<file path="src/rtl/pht_update_unit.sv">
// pht_update_unit
//   Writer-side companion to the 2-bit pattern history table. Resolved branch
//   outcomes are queued in a small FIFO; each entry is looked up through the
//   PHT state port, the saturating update is computed, and the PHT write port
//   (load/in/write_index) is driven for one cycle. The PHT commits on the
//   falling edge of that cycle.
//
// Ports
//   clk, rst_n          clock, asynchronous active-low reset
//   resolve_valid/index/taken/ready   resolved-branch push interface
//   pht_write_index     index presented to the PHT write/state port (registered)
//   pht_current_state   PHT counter at pht_write_index (combinational from PHT)
//   pht_load, pht_in    PHT write enable and new counter value (registered)
//   occupancy           number of queued entries
//
// state  | meaning
// IDLE   | FIFO empty, write index parked at 0
// LOOKUP | head index presented, PHT counter being read
// COMMIT | pht_load/pht_in driven; head pops at the end of the cycle
module pht_update_unit #(
  parameter int entry = 8,
  parameter int depth = 4
) (
  input  logic                       clk,
  input  logic                       rst_n,
  input  logic                       resolve_valid,
  input  logic [entry-1:0]           resolve_index,
  input  logic                       resolve_taken,
  output logic                       resolve_ready,
  output logic [entry-1:0]           pht_write_index,
  input  logic [1:0]                 pht_current_state,
  output logic                       pht_load,
  output logic [1:0]                 pht_in,
  output logic [$clog2(depth):0]     occupancy
);

  localparam int PW = $clog2(depth);
  localparam int CW = PW + 1;
  localparam logic [CW-1:0] FULL_C = CW'(depth);

  typedef enum logic [1:0] {IDLE, LOOKUP, COMMIT} state_t;

  state_t           state_q, state_d;
  logic [entry-1:0] fifo_idx   [depth];
  logic             fifo_taken [depth];
  logic [PW-1:0]    rd_ptr_q, rd_ptr_d;
  logic [PW-1:0]    wr_ptr_q, wr_ptr_d;
  logic [CW-1:0]    count_q, count_d;
  logic [entry-1:0] widx_q, widx_d;
  logic             load_q, load_d;
  logic [1:0]       in_q, in_d;
  logic             push, pop;
  logic [1:0]       sat_val;

  // Ready comes from the registered count only, so a full FIFO refuses a push
  // even in a cycle that pops.
  assign resolve_ready   = (count_q != FULL_C);
  assign push            = resolve_valid && resolve_ready;
  assign pop             = (state_q == COMMIT);
  assign occupancy       = count_q;
  assign pht_write_index = widx_q;
  assign pht_load        = load_q;
  assign pht_in          = in_q;

  always_ff @(posedge clk) begin
    if (push) begin
      fifo_idx[wr_ptr_q]   <= resolve_index;
      fifo_taken[wr_ptr_q] <= resolve_taken;
    end
  end

  always_comb begin
    sat_val = pht_current_state;
    if (fifo_taken[rd_ptr_q]) begin
      if (pht_current_state != 2'b11) sat_val = pht_current_state + 2'b01;
    end else begin
      if (pht_current_state != 2'b00) sat_val = pht_current_state - 2'b01;
    end
  end

  always_comb begin
    wr_ptr_d = wr_ptr_q;
    rd_ptr_d = rd_ptr_q;
    count_d  = count_q;
    if (push) wr_ptr_d = wr_ptr_q + PW'(1);
    if (pop)  rd_ptr_d = rd_ptr_q + PW'(1);
    case ({push, pop})
      2'b10:   count_d = count_q + CW'(1);
      2'b01:   count_d = count_q - CW'(1);
      default: count_d = count_q;
    endcase
  end

  always_comb begin
    state_d = state_q;
    widx_d  = widx_q;
    load_d  = load_q;
    in_d    = in_q;
    case (state_q)
      IDLE: begin
        if (count_q != '0) begin
          state_d = LOOKUP;
          widx_d  = fifo_idx[rd_ptr_q];
        end
      end
      LOOKUP: begin
        state_d = COMMIT;
        in_d    = sat_val;
        load_d  = (sat_val != pht_current_state);
      end
      COMMIT: begin
        load_d = 1'b0;
        if (count_d != '0) begin
          state_d = LOOKUP;
          // With one entry left, the next head is the one being pushed right
          // now and is not in the storage array yet.
          widx_d  = (count_q == CW'(1)) ? resolve_index : fifo_idx[rd_ptr_d];
        end else begin
          state_d = IDLE;
          widx_d  = '0;
        end
      end
      default: begin
        state_d = IDLE;
        widx_d  = '0;
        load_d  = 1'b0;
      end
    endcase
  end

  // Async clear of load_q abandons an in-flight COMMIT before its falling edge.
  always_ff @(posedge clk or negedge rst_n) begin
    if (!rst_n) begin
      state_q  <= IDLE;
      rd_ptr_q <= '0;
      wr_ptr_q <= '0;
      count_q  <= '0;
      widx_q   <= '0;
      load_q   <= 1'b0;
      in_q     <= 2'b00;
    end else begin
      state_q  <= state_d;
      rd_ptr_q <= rd_ptr_d;
      wr_ptr_q <= wr_ptr_d;
      count_q  <= count_d;
      widx_q   <= widx_d;
      load_q   <= load_d;
      in_q     <= in_d;
    end
  end

endmodule

</file>
<file path="config.mk">
export PLATFORM = sky130hd
export DESIGN_NAME = pht_update_unit
export DESIGN_NICKNAME = d
export VERILOG_FILES = /design/src/rtl/pht_update_unit.sv
export SDC_FILE = /design/constraint.sdc
export NUM_CORES = 1
export LEC_CHECK = 0
export ABC_AREA = 0
export ABC_CLOCK_PERIOD_IN_PS = 4900
export CORE_MARGIN = 4
export CORE_UTILIZATION = 40
export DETAILED_ROUTE_END_ITERATION = 7
export GPL_ROUTABILITY_DRIVEN = 1
export GPL_TIMING_DRIVEN = 0
export MAX_ROUTING_LAYER = met4
export PLACE_DENSITY = 0.66
export REMOVE_ABC_BUFFERS = 1
export SYNTH_ARGS = -nofsm -noshare
export SYNTH_HDL_FRONTEND = slang
export SYNTH_SLANG_ARGS = --single-unit
</file>
<file path="constraint.sdc">
create_clock -name clk -period 4.9 [get_ports clk]
set_input_delay 1.47 -clock clk [delete_from_list [all_inputs] [get_ports clk]]
set_output_delay 1.47 -clock clk [all_outputs]
set_load 0.01 [all_outputs]
</file>
==> results.sh <==
export IMPL_status="complete, no violations"
export IMPL_wl_um=6340
export IMPL_post_route_util_pct=47.1
export IMPL_clk_latency_ns=0.30
export IMPL_nNetsFinal=313
export IMPL_wl_per_cell_um=16.4
export IMPL_drive_gt1_share_pct=6.92
export IMPL_cts_root_buf="clkbuf_8"
export IMPL_slew_headroom_pct=26.8
export IMPL_overflow=0
export IMPL_synthCells=271
export IMPL_peakVddDrop_v=0.000216
export IMPL_post_synth_top_area_cell="edfxtp_1"
export IMPL_grt_pass1_vias=2084
export IMPL_multi_input_area_um2=1350
export IMPL_path_cells="clkdlybuf4s50_1, and2_1, inv_1, ha_1, or2_2, o21ai_1, nor4b_2, nor2_2, o2bb2ai_1"
export IMPL_yosys_area_top_type_share_pct=35.3
export IMPL_cts_buffers=5
export IMPL_post_cts_setup_buffers=0
export IMPL_cpPeakStageDelay_ns=0.52
export IMPL_cts_tree="built"
export IMPL_timing_fmax_mhz=273
export IMPL_synth_cell_types=41
export IMPL_fp_dieH_um=95.5
export IMPL_grt_antenna_before_repair=0
export IMPL_fin_crit_sh_pct=74.7
export IMPL_grt_max_degree=50
export IMPL_p_per_area_nw_per_um2=604
export IMPL_tightest_slew_ns=1.10
export IMPL_hp_class="reg2reg"
export IMPL_clock_sinks=56
export IMPL_hold_viol_final=0
export IMPL_syn_area_per_cell_um2=11.3
export IMPL_first_pass_iters=4
export IMPL_place_hpwl_um=4130
export IMPL_crit_slowest_cell="clkdlybuf4s50_1"
export IMPL_drtIter0Drc=120
export IMPL_clkTransAtPathRegs_ns=0.10
export IMPL_port_buffers=28
export IMPL_ys_seq_area_share_pct=51.6
export IMPL_leakagePower_uw=0.00125
export IMPL_drtAntennaViolNets=0
export IMPL_die_w_um=95.5
export IMPL_syn_area_um2=3060
export IMPL_vias=2126
export IMPL_grt_setup_unrepaired="no"
export IMPL_cp_max_fo=8
export IMPL_start_kind="input port"
export IMPL_cts_resized=0
export IMPL_core_area_um2=7330
export IMPL_ys_warn_count=0
export IMPL_postCtsHoldBufs=0
export IMPL_place_area_um2=3360
export IMPL_setup_violations_final=0
export IMPL_synth_area_leaders="edfxtp_1 35%, dfrtp_1 16%, mux2i_1 4.6%"
export IMPL_worstPathArrival_ns=3.89
export IMPL_dieArea_um2=9130
export IMPL_htree_levels=2
export IMPL_num_rows=31
export IMPL_syn_to_final_growth_pct=12.7
export IMPL_diodes=0
export IMPL_synth_seq_cells=56
export IMPL_post_route_min_period_ns=3.66
export IMPL_regArea_um2=1580
export IMPL_start_util_pct=41.8
export IMPL_finalClockSkew_ns=0.00502
export IMPL_io_pins=29
export IMPL_holdWs_ns=0.521
export IMPL_track_usage_pct=15.3
export IMPL_critPathKind="in2reg"
export IMPL_gp_congestion=0.754
export IMPL_critPathRequiredTime_ns=5.13
export IMPL_fillerInstances=651
export IMPL_drc=0
export IMPL_final_max_slew_viol_count=0
export IMPL_clk_path_buf_depth=2
export IMPL_cp_end_kind="register"
export IMPL_design_area_um2=3450
export IMPL_grt_pass1_wl_um=10200
export IMPL_cap_violations=0
export IMPL_via_per_inst=5.48
export IMPL_fin_tns_setup_ns=0
==> worst paths after layout <==
path / from / end / slack, ns / cells after the start
setup / recovery: resolve_valid / pht_write_index[2] / 1.24 / 9
min in group asynchronous: rst_n / pht_write_index[1] / 1.72 / 1
hold reg to reg: pht_in[0] / pht_in[0] / 0.52 / 1
max in group asynchronous: rst_n / rd_ptr_q[0] / 2.48 / 1
setup reg to reg: state_q[1] / pht_write_index[2] / 1.58 / 8
hold / removal: pht_in[0] / pht_in[0] / 0.52 / 1
==> sequential cells by signal (all words and copies together), names as in the netlist <==
register,count
fifo_idx,32
pht_write_index,8
pht_load,1
fifo_taken,4
wr_ptr_q,2
occupancy,3
pht_in,2
rd_ptr_q,2
state_q,2
==> cells in the final DEF (no fill, tap or decap), types with 3 or more instances in the layout <==
master / Yosys / layout
edfxtp_1: 36 / 36
clkdlybuf4s50_1: 0 / 28
nand2_1: 25 / 25
dfrtp_1: 20 / 18
a21oi_1: 15 / 15
mux2i_1: 14 / 14
a211oi_1: 14 / 14
nor2b_1: 11 / 11
ha_1: 11 / 11
nor2_1: 10 / 10
nor3_1: 10 / 10
nand2b_1: 9 / 9
o31ai_1: 8 / 8
o2bb2ai_1: 8 / 8
inv_1: 7 / 7
a32oi_1: 5 / 5
nor3b_1: 5 / 5
o21a_1: 5 / 5
clkbuf_8: 0 / 5
o21ai_0: 4 / 4
and3_1: 4 / 4
xnor2_1: 3 / 3
o21ai_1: 3 / 3
mux4_2: 3 / 3
nand3_1: 3 / 3
==> through the flow <==
stage	total power (uW)	std cells	setup slack, ns
final	2080	388	1.24
after global routing	2250	388	1.02
after CTS	2100	388	1.24
after detailed placement	1860	380	0.912
after global placement	1830	380	0.976
after floorplan	1510	253	1.87
==> cell families (layout without fill, tap and decap cells) <==
logic type	count (synthesis)	in the layout	share of synthesized area (%)
and+or+nand+nor	87	87	15.4
xor gates and xnor gates	3	3	0.858
adders and majority gates	11	11	4.49
AOI/OAI and AO/OA	69	69	15.7
buffers and inverters	26	44	4.41
muxes	19	19	7.51
DFF	56	56	51.6
==> Yosys cell counts, drive strengths merged <==
master / n
o31ai: 8
nand3b: 2
nor3: 10
mux4: 3
mux2: 2
o31a: 2
a32oi: 5
or3: 2
nor2: 11
a211oi: 14
and3: 4
nor2b: 12
and2: 1
dfrtp: 20
o21a: 5
nand2b: 9
nor3b: 6
ha: 11
edfxtp: 36
mux2i: 14
xnor2: 3
nor4b: 1
inv: 8
or2: 1
buf: 14
a21oi: 15
o211ai: 2
nand3: 3
a21o: 1
a22oi: 2
nand2: 25
o2bb2ai: 8
clkbuf: 4
o21ai: 7
==> worst max-delay path: cells and delay by family <==
family          cells  cell delay [ns]
compound gates      2             0.39
buf+inv             2             0.61
fa+ha+maj           1             0.38
simple gates        4             1.05
==> power by group <==
| group | switching, uW | internal, uW | total [uW] |
|---|---|---|---|
| registers | 221 | 650 | 871 |
| logic | 490 | 472 | 962 |
| clock network | 150 | 100 | 250 |
| total | 861 | 1220 | 2080 |
==> final cells by class <==
cell class / count / area share (%)
clock buffers: 5 / 1.99
inverters: 8 / 0.870
clock inverters: 3 / 0.507
multi-input cells: 189 / 39.0
flip-flops and latches: 56 / 45.9
repair buffers: 28 / 8.12
well taps: 99 / 3.59
==> layer usage <==
metal | vias up | global-route usage, % | share of wire, %
met5 | - | - | 0
met4 | 0 | 5.21 | 1.5
met3 | 8 | 2.60 | 2.4
met2 | 33 | 25.5 | 52
met1 | 1050 | 18.7 | 44
li1 | 1035 | - | -
Power figures use the tool's default switching activity.
